==> config.mk <==
export PLATFORM = sky130hd
export DESIGN_NAME = logic_unit_arbiter
export DESIGN_NICKNAME = d
export VERILOG_FILES = /design/src/rtl/logic_unit_arbiter.sv
export SDC_FILE = /design/constraint.sdc
export NUM_CORES = 1
export LEC_CHECK = 0
export BUFFER_PORTS_ARGS = -buffer_cell sky130_fd_sc_hd__buf_4
export CAP_MARGIN = 10
export CORE_MARGIN = 2
export CORE_UTILIZATION = 25
export DETAILED_ROUTE_END_ITERATION = 7
export GPL_ROUTABILITY_DRIVEN = 0
export GPL_TIMING_DRIVEN = 0
export SLEW_MARGIN = 10
export SYNTH_ARGS = -nofsm -noshare
export SYNTH_HDL_FRONTEND = slang
export SYNTH_SLANG_ARGS = --single-unit
==> constraint.sdc <==
create_clock -name clk -period 2.1 [get_ports clk]
set_clock_uncertainty 0.1 [all_clocks]
set_input_delay 0.525 -clock clk [delete_from_list [all_inputs] [get_ports clk]]
set_output_delay 0.525 -clock clk [all_outputs]
set_load 0.005 [all_outputs]
==> src/rtl/logic_unit_arbiter.sv <==
// rtl/logic_unit_arbiter.sv - round-robin arbiter sharing one bit-serial logic unit between two requesters
module logic_unit_arbiter #(
  parameter int WIDTH = 8
) (
  input  logic             clk,
  input  logic             rst_n,
  input  logic             req0,
  input  logic             req1,
  input  logic [2:0]       op0,
  input  logic [2:0]       op1,
  input  logic [WIDTH-1:0] a0,
  input  logic [WIDTH-1:0] b0,
  input  logic [WIDTH-1:0] a1,
  input  logic [WIDTH-1:0] b1,
  output logic             ack0,
  output logic             ack1,
  output logic             busy,
  output logic             done,
  output logic [WIDTH-1:0] result,
  output logic             result_id
);

  localparam int CW = (WIDTH > 1) ? $clog2(WIDTH) : 1;
  localparam logic [CW-1:0] LAST_BIT = CW'(WIDTH - 1);

  localparam logic [1:0] S_IDLE = 2'd0;
  localparam logic [1:0] S_RUN  = 2'd1;
  localparam logic [1:0] S_DONE = 2'd2;

  logic [1:0]       state;
  logic [2:0]       op_q;
  logic [WIDTH-1:0] a_q;
  logic [WIDTH-1:0] b_q;
  logic [WIDTH-1:0] work;
  logic [CW-1:0]    cnt;
  logic             id_q;
  logic             last;
  logic             lu_bit;
  logic             win1;

  // Requester 1 wins when alone, or on a tie when requester 0 was served last.
  always_comb begin
    win1 = req1 & (~req0 | ~last);
  end

  // One-bit logic unit applied to the current LSBs of the latched operands.
  always_comb begin
    lu_bit = 1'b0;
    case (op_q)
      3'd0:    lu_bit = a_q[0] & b_q[0];
      3'd1:    lu_bit = a_q[0] | b_q[0];
      3'd2:    lu_bit = a_q[0] ^ b_q[0];
      3'd3:    lu_bit = ~(a_q[0] & b_q[0]);
      3'd4:    lu_bit = ~(a_q[0] | b_q[0]);
      3'd5:    lu_bit = ~(a_q[0] ^ b_q[0]);
      3'd6:    lu_bit = ~a_q[0];
      default: lu_bit = a_q[0];
    endcase
  end

  // Anything other than IDLE counts as a job in progress.
  always_comb begin
    busy = (state != S_IDLE);
  end

  // FSM: grant in IDLE, shift operands LSB first in RUN, publish the result in DONE.
  always_ff @(posedge clk or negedge rst_n) begin
    if (!rst_n) begin
      state     <= S_IDLE;
      op_q      <= '0;
      a_q       <= '0;
      b_q       <= '0;
      work      <= '0;
      cnt       <= '0;
      id_q      <= 1'b0;
      last      <= 1'b1;
      ack0      <= 1'b0;
      ack1      <= 1'b0;
      done      <= 1'b0;
      result    <= '0;
      result_id <= 1'b0;
    end else begin
      ack0 <= 1'b0;
      ack1 <= 1'b0;
      done <= 1'b0;
      case (state)
        S_IDLE: begin
          if (req0 || req1) begin
            ack0  <= ~win1;
            ack1  <= win1;
            id_q  <= win1;
            last  <= win1;
            op_q  <= win1 ? op1 : op0;
            a_q   <= win1 ? a1 : a0;
            b_q   <= win1 ? b1 : b0;
            cnt   <= '0;
            state <= S_RUN;
          end
        end
        S_RUN: begin
          a_q  <= a_q >> 1;
          b_q  <= b_q >> 1;
          work <= {lu_bit, work[WIDTH-1:1]};
          cnt  <= cnt + CW'(1);
          if (cnt == LAST_BIT) begin
            // The final bit goes straight into the visible result alongside done.
            result    <= {lu_bit, work[WIDTH-1:1]};
            result_id <= id_q;
            done      <= 1'b1;
            state     <= S_DONE;
          end
        end
        S_DONE: begin
          state <= S_IDLE;
        end
        default: begin
          state <= S_IDLE;
        end
      endcase
    end
  end

endmodule

==> impl_results.rst, run 1 <==
.. list-table::
   :header-rows: 1

   * - Metric
     - Value
   * - Number of failing setup endpoints in the final timing report
     - 0
   * - Number of standard cells after synthesis
     - 194
   * - Xor-xnor portion of the synthesized cell area
     - 0%
   * - Final WL
     - 4810 µm
   * - Period utilisation layout
     - 87.1%
   * - Smallest hold slack
     - 0.114 ns
   * - F_max
     - 547 MHz
   * - Mean instance size in the synthesized netlist
     - 11.0 µm²
   * - Worst-skew pair later-pin latency
     - 0.29 ns
   * - Number of vias per cell after detailed routing
     - 4.54
   * - Post-CTS Hold Buffers
     - 0
   * - Proportion of netlist area held by the largest area contributor
     - 51.5%
   * - Post-Synth Adder-Cell Area
     - 2.34%
   * - Post-CTS setup buffer count
     - 0
   * - Hold crit path type
     - in -> async
   * - Minimum setup slack in the final design
     - 0.272 ns
   * - Number of distinct library cell variants in the gate-level netlist after synthesis
     - 32
   * - Commonest cells after routing, fill and taps aside
     - sky130_fd_sc_hd__buf_4, sky130_fd_sc_hd__dfrtp_1, sky130_fd_sc_hd__nand2_1, sky130_fd_sc_hd__mux2i_1, sky130_fd_sc_hd__inv_1
   * - Most area-hungry cell type in the Yosys netlist
     - sky130_fd_sc_hd__dfrtp_1
   * - P per Cell Area
     - 1310 mW/mm²
   * - Relative slew slack
     - 62.6%
   * - HPWL after detailed placement
     - 3590 µm
   * - Worst slew pin tran
     - 0.562 ns
   * - Post-synthesis sequential area ratio
     - 52.8%
   * - Core region area
     - 0.00826 mm²
   * - Synth-to-Final Area Change
     - 30.6%
   * - Maximum ir drop on the vdd rail
     - 0.353 mV
   * - Max FO, Critical Path
     - 9
   * - DP Area
     - 0.00267 mm²
   * - Count of final hold-check violations
     - 0
   * - TritonCTS clock tree
     - yes
   * - Residual antenna-violating net count after detailed routing
     - 0
   * - RSZ-0062 raised after global routing
     - false
   * - Routed length per instance
     - 13.3 µm
   * - Die X
     - 96.5 µm
   * - Summed negative setup slack over all endpoints
     - 0 ns
   * - Synth Area in Compound Gates
     - 14.6%
   * - Number of design rule violations left after detail routing
     - 0
   * - Proportion of layout cells with a drive suffix above 1
     - 29.7%
   * - Initial Util
     - 25.9%
   * - Endpoint arrival time on the critical path
     - 1.20 ns
   * - Height of the die
     - 96.5 µm
   * - Diode count
     - 0
   * - # port buffers
     - 54
   * - Nature of the critical path startpoint
     - flop
   * - Clock input transition at the sequential cells of the worst setup and hold paths
     - 0.08 ns
   * - Post-synthesis simple-gate area fraction
     - 10.9%
   * - Static power due to leakage
     - 1.38 nW
   * - Leading cell type in the layout, fill and taps excluded
     - sky130_fd_sc_hd__buf_4
   * - Iteration count of the initial detailed-routing pass
     - 4
   * - Cells resized by post-CTS repair
     - 0
   * - Site row count
     - 33
   * - CTS root buf
     - sky130_fd_sc_hd__clkbuf_8
   * - Overflow left after global routing
     - 0
   * - DRT iter0 DRCs
     - 81
   * - Status
     - completed
   * - Yosys reg bits
     - 45
   * - Buffers from clock root to sink, at most
     - 2
   * - Portion of netlist area occupied by mux cells
     - 13.6%
   * - Global-route wire length before repair
     - 7490 µm
   * - Layout net count
     - 301
   * - Via count of the first global-routing pass
     - 1,511
   * - Total nets after synthesis
     - 240
   * - Synth top area cells
     - sky130_fd_sc_hd__dfrtp_1, sky130_fd_sc_hd__mux2i_1, sky130_fd_sc_hd__nand2_1
   * - Synth warn
     - 0
   * - Die area
     - 0.00930 mm²
   * - WP data required
     - 1.47 ns
   * - Post-synth design cell area
     - 0.00214 mm²
   * - Number of antenna violations at the first check in global routing
     - 0
   * - Nature of the critical path endpoint
     - output pin
   * - Post-Layout Inst Area
     - 0.00279 mm²
   * - Period minus WS final
     - 1.83 ns
   * - Dominant combinational cell family by area after synthesis
     - compound AO/OA/AOI/OAI gates
   * - Number of buffers created by CTS
     - 5
   * - Kind of critical path
     - reg -> out
   * - Number of I/O pins
     - 55
   * - Maximum number of pins on one net before global-route repair
     - 46
   * - Setup slack at placement
     - 0.267 ns
   * - Total global routing track utilization
     - 10.7%
   * - Max-cap viol count
     - 0
   * - Max-slew violation count
     - 0
   * - Sinks on the clock net
     - 45
   * - Number of vias after detailed routing
     - 1,639
   * - Total chip power
     - 3.66 mW
   * - H-tree levels
     - 2
==> path summary, 6_finish.rpt <==
path                                from        end  slack [ns]  cells past startpoint
worst max-delay path            state[1]       busy        0.27                      3
worst min-delay path               rst_n  result[2]        0.11                      1
worst max register to register    cnt[0]  result[1]        0.29                      5
worst min register to register    b_q[6]     b_q[5]        0.38                      2
max in group asynchronous          rst_n     b_q[3]        1.40                      1
min in group clk                    req0       last        0.31                      2
==> state kept, by name, indices dropped and copies added, names as in the netlist <==
register,flops
ack0,1
result_id,1
done,1
id_q,1
b_q,8
a_q,8
work,7
state,2
op_q,3
cnt,3
last,1
ack1,1
result,8
==> report_power, final <==
group	leakage [nW]	switching (mW)	internal (mW)
logic	0.755	0.770	0.698
registers	0.562	0.253	1.27
clock network	0.0585	0.281	0.388
==> synth_stat cells <==
cell and n:
sky130_fd_sc_hd__a2111oi_2 1, sky130_fd_sc_hd__a21boi_2 1, sky130_fd_sc_hd__a21o_1 1, sky130_fd_sc_hd__a21oi_1 2, sky130_fd_sc_hd__a221o_1 1, sky130_fd_sc_hd__a31oi_1 1, sky130_fd_sc_hd__a32o_1 1, sky130_fd_sc_hd__and2_1 1
sky130_fd_sc_hd__buf_2 3, sky130_fd_sc_hd__buf_4 1, sky130_fd_sc_hd__buf_6 2, sky130_fd_sc_hd__clkbuf_1 3, sky130_fd_sc_hd__dfrtp_1 44, sky130_fd_sc_hd__dfstp_2 1, sky130_fd_sc_hd__ha_1 4, sky130_fd_sc_hd__inv_1 17
sky130_fd_sc_hd__inv_2 1, sky130_fd_sc_hd__mux2_1 9, sky130_fd_sc_hd__mux2i_1 19, sky130_fd_sc_hd__nand2_1 39, sky130_fd_sc_hd__nand2b_1 4, sky130_fd_sc_hd__nand3b_1 1, sky130_fd_sc_hd__nor2_1 1, sky130_fd_sc_hd__nor2_2 2
sky130_fd_sc_hd__nor2b_1 4, sky130_fd_sc_hd__nor4_1 1, sky130_fd_sc_hd__o211ai_1 4, sky130_fd_sc_hd__o21ai_0 2, sky130_fd_sc_hd__o21ai_1 6, sky130_fd_sc_hd__o21ai_4 1, sky130_fd_sc_hd__o221ai_1 14, sky130_fd_sc_hd__o41ai_2 2
==> through the flow <==
stage	utilization [%]	cells
5_1_grt	33.8	361
6_report	33.8	361
2_1_floorplan	-	194
3_5_place_dp	32.4	353
3_3_place_gp	32.4	353
4_1_cts	33.8	361
==> cell type report <==
cell class,instances,area (µm²)
inverters,18,67.6
fillers,849,5470
repair buffers,54,405
flip-flops and latches,45,1130
well taps,105,131
multi-input cells,122,886
clock inverters,1,30.0
clock buffers,7,86.3
plain buffers,9,56.3
==> cells by family after synthesis <==
kind of cell,Yosys count
mux,28
simple gates,53
buf+inv,27
compound gates,37
flops,45
fa+ha+maj,4
==> routing by layer <==
metal  part of all wire [%]  vias to the layer above  routed length [µm]  track usage (%)
met5                      0                        -                   0                0
met4                    1.5                        0                  70             3.87
met3                    5.3                        7                 256             2.64
met2                     49                       42                2350             17.2
met1                     44                      793                2130             14.1
li1                       -                      797                   -                -
==> critical path: stages, from the launching register on <==
cell,delay (ns)
sky130_fd_sc_hd__dfrtp_1,0.41
sky130_fd_sc_hd__nor2_2,0.20
sky130_fd_sc_hd__inv_2,0.14
sky130_fd_sc_hd__buf_4,0.16
Power figures use the tool's default switching activity.
==> run 2: changes to the inputs <==
==> constraint.sdc (replaced) <==
create_clock -name clk -period 1.5 [get_ports clk]
set_clock_uncertainty 0.1 [all_clocks]
set_input_delay 0.375 -clock clk [delete_from_list [all_inputs] [get_ports clk]]
set_output_delay 0.375 -clock clk [all_outputs]
set_load 0.005 [all_outputs]
==> run 2 against run 1 <==
Effect of this change:
- the run now ends with setup timing left
- global-route usage increased by 0.50 points
- die area unchanged
- core utilization increased by 2.1 points
- flip-flop and latch count unchanged
- critical endpoint is now result[4]
- combinational power increased by 71%
==> impl_results.rst, run 2 (synthesized netlist as in run 1, its figures left out) <==
.. list-table::
   :header-rows: 1

   * - Metric
     - Value
   * - Status
     - finished, violations left
   * - Violations in the final reports
     - setup timing
   * - Period utilisation layout
     - 108%
   * - Number of vias after detailed routing
     - 1,690
   * - Count of final hold-check violations
     - 0
   * - Post-Layout Inst Area
     - 0.00296 mm²
   * - TritonCTS clock tree
     - yes
   * - Number of buffers created by CTS
     - 5
   * - Reg2reg setup slack
     - -0.11 ns
   * - Hold crit path type
     - in -> reg
   * - Buffers from clock root to sink, at most
     - 2
   * - Number of I/O pins
     - 55
   * - Initial Util
     - 25.9%
   * - Summed negative setup slack over all endpoints
     - -0.959 ns
   * - Number of failing setup endpoints in the final timing report
     - 11
   * - Final WL
     - 4940 µm
   * - RSZ-0062 raised after global routing
     - true
   * - Slowest stage delay, CP
     - 0.40 ns
   * - Endpoint arrival time on the critical path
     - 1.69 ns
   * - Number of vias per cell after detailed routing
     - 4.53
   * - # port buffers
     - 54
   * - Die X
     - 96.5 µm
   * - Minimum setup slack in the final design
     - -0.114 ns
   * - Nature of the critical path endpoint
     - flop
   * - Total global routing track utilization
     - 11.3%
   * - DP Area
     - 0.00272 mm²
   * - Relative slew slack
     - 61.6%
   * - HPWL after detailed placement
     - 3450 µm
   * - Layout net count
     - 313
   * - Die area
     - 0.00930 mm²
   * - Sinks on the clock net
     - 45
   * - Max-cap viol count
     - 0
   * - F_max
     - 620 MHz
   * - Filler-free cell count of the finished design
     - 373
   * - Depth of the critical timing path with buffers and inverters included
     - 5
   * - Diode count
     - 0
   * - Synth-to-Final Area Change
     - 38.5%
   * - CTS root buf
     - sky130_fd_sc_hd__clkbuf_8
   * - Worst-skew pair later-pin latency
     - 0.29 ns
   * - Maximum number of pins on one net before global-route repair
     - 46
   * - Hold Path Origin
     - req0
   * - P per Cell Area
     - 1820 mW/mm²
   * - Number of cells on the worst reg-to-reg path
     - 5
   * - Smallest hold slack
     - 0.177 ns
   * - Nature of the critical path startpoint
     - flop
   * - DRT iter0 DRCs
     - 103
   * - Number of antenna violations at the first check in global routing
     - 0
   * - Buffers plus inverters on the worst setup path
     - 1
   * - Period minus WS final
     - 1.61 ns
   * - Startpoint of the lowest-slack register-to-register path
     - cnt[0]
   * - Crit path capture
     - result[4]
   * - Max FO, Critical Path
     - 3
   * - Kind of critical path
     - reg -> reg
   * - Max-slew violation count
     - 0
   * - Overflow left after global routing
     - 0
   * - Global-route wire length before repair
     - 7960 µm
   * - Leading cell type in the layout, fill and taps excluded
     - sky130_fd_sc_hd__buf_4
   * - Via count of the first global-routing pass
     - 1,575
   * - Clock input transition at the sequential cells of the worst setup and hold paths
     - 0.08 ns
   * - Largest registers
     - a_q x8, b_q x8, result x8
   * - Commonest cells after routing, fill and taps aside
     - sky130_fd_sc_hd__buf_4, sky130_fd_sc_hd__dfrtp_1, sky130_fd_sc_hd__nand2_1, sky130_fd_sc_hd__mux2i_1, sky130_fd_sc_hd__inv_1
   * - Routed length per instance
     - 13.2 µm
   * - Residual antenna-violating net count after detailed routing
     - 0
   * - FF-to-FF End
     - result[4]
   * - Cell family with most CP delay
     - flip-flops
   * - Maximum ir drop on the vdd rail
     - 0.620 mV
   * - Proportion of layout cells with a drive suffix above 1
     - 39.9%
   * - WP data required
     - 1.58 ns
   * - Core region area
     - 0.00826 mm²
   * - Placed cells
     - 353
   * - H-tree levels
     - 2
   * - Iteration count of the initial detailed-routing pass
     - 4
   * - Critical Path Slowest Stage Cell
     - sky130_fd_sc_hd__dfrtp_1
   * - Number of design rule violations left after detail routing
     - 0
   * - Height of the die
     - 96.5 µm
   * - Site row count
     - 33
   * - Cells along the critical path
     - ha_2, ha_4, nand3b_1, buf_4, mux2_1
   * - Critical path origin
     - cnt[0]
   * - Static power due to leakage
     - 1.47 nW
   * - Total chip power
     - 5.40 mW
   * - Worst slew pin tran
     - 0.577 ns
==> run 2: cell count changes in the layout (fill, tap and decap cells not counted), sizes merged <==
| cell | before | now |
|---|---|---|
| clkbuf | 10 | 9 |
| buf | 60 | 71 |
| dlygate4sd3 | 0 | 1 |
| bufinv | 1 | 0 |
| clkinv | 0 | 2 |
==> run 2: layer usage <==
metal	GRT usage [%]	vias up	wire, µm
met5	0	-	0
met4	3.17	0	61
met3	2.40	4	212
met2	17.1	38	2420
met1	16.2	823	2240
li1	-	825	-
==> run 2: worst min path at each step <==
stage / to / slack (ns) / cells after the start
2_1_floorplan: a_q[0] / -0.02 / 0
3_3_place_gp: result[3] / 0.32 / 1
3_5_place_dp: result[3] / 0.31 / 1
4_1_cts: last / 0.17 / 2
5_1_grt: last / 0.19 / 2
6_report: last / 0.18 / 2
==> run 2: cell type report <==
class | instances | area, µm²
multi-input cells | 122 | 973
fillers | 855 | 5300
inverters | 18 | 70.1
flip-flops and latches | 45 | 1130
clock inverters | 2 | 10.0
clock buffers | 6 | 72.6
well taps | 105 | 131
repair buffers | 66 | 505
plain buffers | 9 | 70.1
==> run 2: per-stage QoR <==
| stage | setup WS [ns] | util, % |
|---|---|---|
| after floorplan | -0.0237 | - |
| after global placement | -0.149 | 32.9 |
| after detailed placement | -0.150 | 32.9 |
| after CTS | -0.0994 | 35.5 |
| after global routing | -0.157 | 35.8 |
| final | -0.114 | 35.8 |
==> run 2: repair_timing <==
action	in CTS	in global routing
buffers inserted	8	2
pin swaps	4	2
endpoints found under the setup margin	20	22
resized for setup	17	3
hold buffers	1	0
endpoints found under the hold margin	32	0
gates cloned	1	0
==> run 2: report_power, final <==
part / total, mW / internal (mW) / switching (mW)
Sequential: 2.16 / 1.78 / 0.390
Clock: 0.719 / 0.323 / 0.395
Combinational: 2.52 / 1.33 / 1.18
Total: 5.40 / 3.43 / 1.97
==> run 3: changes to the inputs <==
--- a/config.mk
+++ b/config.mk
@@ -5,6 +5,7 @@
 export SDC_FILE = /design/constraint.sdc
 export NUM_CORES = 1
 export LEC_CHECK = 0
+export ABC_AREA = 1
 export BUFFER_PORTS_ARGS = -buffer_cell sky130_fd_sc_hd__buf_4
 export CAP_MARGIN = 10
 export CORE_MARGIN = 2
@@ -12,6 +13,7 @@
 export DETAILED_ROUTE_END_ITERATION = 7
 export GPL_ROUTABILITY_DRIVEN = 0
 export GPL_TIMING_DRIVEN = 0
+export SKIP_CTS_REPAIR_TIMING = 1
 export SLEW_MARGIN = 10
 export SYNTH_ARGS = -nofsm -noshare
 export SYNTH_HDL_FRONTEND = slang
==> run 3 against run 2 <==
Effect of this change:
- the flow finishes with violations (hold timing, setup timing)
- design area grew 1.4%
- clock-buffer cell count is the same
- largest cell class unchanged
- maximum frequency grew 5.9%
- via count grew 8.0%
- register-to-register slack gained 0.17 ns
- first-iteration DRC count shrank 40%
- die area grew 5.3%
- non-clock buffer count shrank 7
- wire length grew 4.5%
- highest routed layer unchanged
==> impl_results.rst, run 3 <==
.. list-table::
   :header-rows: 1

   * - Metric
     - Value
   * - Number of vias after detailed routing
     - 1,826
   * - Number of standard cells after synthesis
     - 254
   * - Proportion of register bits with asynchronous set or reset after synthesis
     - 100%
   * - Placed cells
     - 416
   * - H-tree levels
     - 2
   * - Cell family with most CP delay
     - flip-flops
   * - Die area
     - 0.00980 mm²
   * - WP data required
     - 1.02 ns
   * - Mean instance size in the synthesized netlist
     - 8.88 µm²
   * - Buffers from clock root to sink, at most
     - 2
   * - Startpoint of the lowest-slack register-to-register path
     - cnt[0]
   * - Synth warn
     - 0
   * - Commonest cells after routing, fill and taps aside
     - sky130_fd_sc_hd__nand2_1, sky130_fd_sc_hd__buf_4, sky130_fd_sc_hd__dfrtp_1, sky130_fd_sc_hd__inv_1
   * - Site row count
     - 34
   * - CTS root buf
     - sky130_fd_sc_hd__clkbuf_8
   * - Number of design rule violations left after detail routing
     - 0
   * - Period minus WS final
     - 1.52 ns
   * - DP Area
     - 0.00280 mm²
   * - Minimum setup slack in the final design
     - -0.0240 ns
   * - Total nets after synthesis
     - 300
   * - Post-synth top cells
     - sky130_fd_sc_hd__nand2_1, sky130_fd_sc_hd__dfrtp_1, sky130_fd_sc_hd__inv_1
   * - Depth of the critical timing path with buffers and inverters included
     - 3
   * - Number of flops mapped to enable cells by yosys
     - 0
   * - Sinks on the clock net
     - 45
   * - Yosys reg bits
     - 45
   * - Status
     - finished, violations left
   * - Most used flip-flop cell after synthesis
     - sky130_fd_sc_hd__dfrtp_1
   * - HPWL after detailed placement
     - 3780 µm
   * - Critical Path Slowest Stage Cell
     - sky130_fd_sc_hd__dfrtp_1
   * - Period utilisation layout
     - 102%
   * - Core region area
     - 0.00872 mm²
   * - Proportion of layout cells with a drive suffix above 1
     - 35.0%
   * - Routed length per instance
     - 12.1 µm
   * - Iteration count of the initial detailed-routing pass
     - 4
   * - Max FO, Critical Path
     - 2
   * - Max-slew violation count
     - 0
   * - Diode count
     - 0
   * - Number of vias per cell after detailed routing
     - 4.27
   * - # port buffers
     - 54
   * - Setup slack at placement
     - -0.0582 ns
   * - Maximum ir drop on the vdd rail
     - 0.641 mV
   * - Buffers plus inverters on the worst setup path
     - 2
   * - Global-route wire length before repair
     - 8950 µm
   * - FF-to-FF End
     - result_id
   * - Utilization after layout
     - 34.4%
   * - Endpoint arrival time on the critical path
     - 1.05 ns
   * - Static power due to leakage
     - 1.56 nW
   * - Via count of the first global-routing pass
     - 1,915
   * - Number of distinct library cell variants in the gate-level netlist after synthesis
     - 23
   * - Worst slew pin tran
     - 0.585 ns
   * - Number of antenna violations at the first check in global routing
     - 0
   * - TritonCTS clock tree
     - yes
   * - Cells along the critical path
     - nor2_4, inv_2, buf_6
   * - Clock input transition at the sequential cells of the worst setup and hold paths
     - 0.09 ns
   * - Summed negative setup slack over all endpoints
     - -0.0240 ns
   * - Post-synth design cell area
     - 0.00226 mm²
   * - Synth top area cells
     - sky130_fd_sc_hd__dfrtp_1, sky130_fd_sc_hd__nand2_1, sky130_fd_sc_hd__inv_1
   * - Most area-hungry cell type in the Yosys netlist
     - sky130_fd_sc_hd__dfrtp_1
   * - P per Cell Area
     - 1860 mW/mm²
   * - Residual antenna-violating net count after detailed routing
     - 0
   * - Number of buffers created by CTS
     - 5
   * - Most frequent cell after synthesis
     - sky130_fd_sc_hd__nand2_1
   * - Violations in the final reports
     - hold timing, setup timing
   * - F_max
     - 656 MHz
   * - Post-Layout Inst Area
     - 0.00300 mm²
   * - Proportion of netlist area held by the largest area contributor
     - 48.8%
   * - Max-cap viol count
     - 0
   * - Relative slew slack
     - 61.0%
   * - Post-synthesis sequential area ratio
     - 50.0%
   * - DRT iter0 DRCs
     - 62
   * - Largest registers
     - a_q x8, b_q x8, result x8
   * - Initial Util
     - 25.9%
   * - Leading cell type in the layout, fill and taps excluded
     - sky130_fd_sc_hd__nand2_1
   * - Smallest hold slack
     - -0.0138 ns
   * - Layout net count
     - 365
   * - Worst-skew pair later-pin latency
     - 0.29 ns
   * - Height of the die
     - 99.0 µm
   * - Overflow left after global routing
     - 0
   * - Filler-free cell count of the finished design
     - 428
   * - Die X
     - 99.0 µm
   * - Synth-to-Final Area Change
     - 33.1%
   * - Total global routing track utilization
     - 11.4%
   * - Final WL
     - 5160 µm
   * - Number of cells on the worst reg-to-reg path
     - 7
   * - Count of final hold-check violations
     - 33
   * - RSZ-0062 raised after global routing
     - true
   * - Number of I/O pins
     - 55
   * - Kind of critical path
     - reg -> out
   * - Nature of the critical path startpoint
     - flop
   * - Nature of the critical path endpoint
     - output pin
   * - Total chip power
     - 5.59 mW
   * - Maximum number of pins on one net before global-route repair
     - 46
   * - Hold crit path type
     - in -> async
   * - Number of failing setup endpoints in the final timing report
     - 1
   * - Reg2reg setup slack
     - 0.06 ns
   * - Slowest stage delay, CP
     - 0.44 ns
==> run 3: where the power goes <==
part           internal (mW)  switching [mW]  leakage, nW  total (mW)
sequential              1.79           0.326        0.561        2.11
clock                  0.495           0.399       0.0552       0.893
combinational           1.17            1.42        0.948        2.59
==> run 3: metal layers <==
layer / routed length (µm) / global-route usage [%] / up-vias
met5: 0 / 0 / -
met4: 63 / 3.37 / 0
met3: 203 / 2.91 / 4
met2: 2340 / 17.9 / 41
met1: 2550 / 15.5 / 848
li1: - / - / 933
==> run 3: how the worst max path moves through the flow <==
stage / start / to / slack (ns)
global placement: cnt[0] / result_id / -0.06
CTS: state[1] / busy / -0.14
detailed placement: cnt[0] / result_id / -0.06
global route: state[0] / busy / -0.08
floorplan: cnt[0] / result_id / 0.04
finish: state[1] / busy / -0.02
==> run 3: logic make-up (layout without fill, tap and decap cells) <==
kind of cell               count (synthesis)  count (layout)  synth area share [%]
DFF                                       45              45                  50.0
buffers and inverters                     46             112                  10.0
adders and majority gates                  4               4                  2.22
and+or+nand+nor                          120             120                  25.8
AOI/OAI and AO/OA                         39              39                  11.9
==> run 3: cell type report <==
class	instances	area, µm²
Clock inverter	2	35.0
Multi-Input combinational cell	163	925
Tap cell	108	135
Sequential cell	45	1130
Buffer	10	106
Inverter	36	145
Clock buffer	6	72.6
Timing Repair Buffer	58	457
Fill cell	907	5720
==> run 3: worst reg2reg max path, stage by stage (launching register included) <==
cell,delay (ns)
sky130_fd_sc_hd__dfrtp_1,0.40
sky130_fd_sc_hd__ha_1,0.20
sky130_fd_sc_hd__ha_1,0.19
sky130_fd_sc_hd__inv_2,0.11
sky130_fd_sc_hd__nor2_8,0.06
sky130_fd_sc_hd__inv_6,0.09
sky130_fd_sc_hd__clkbuf_16,0.15
sky130_fd_sc_hd__o21ai_2,0.05
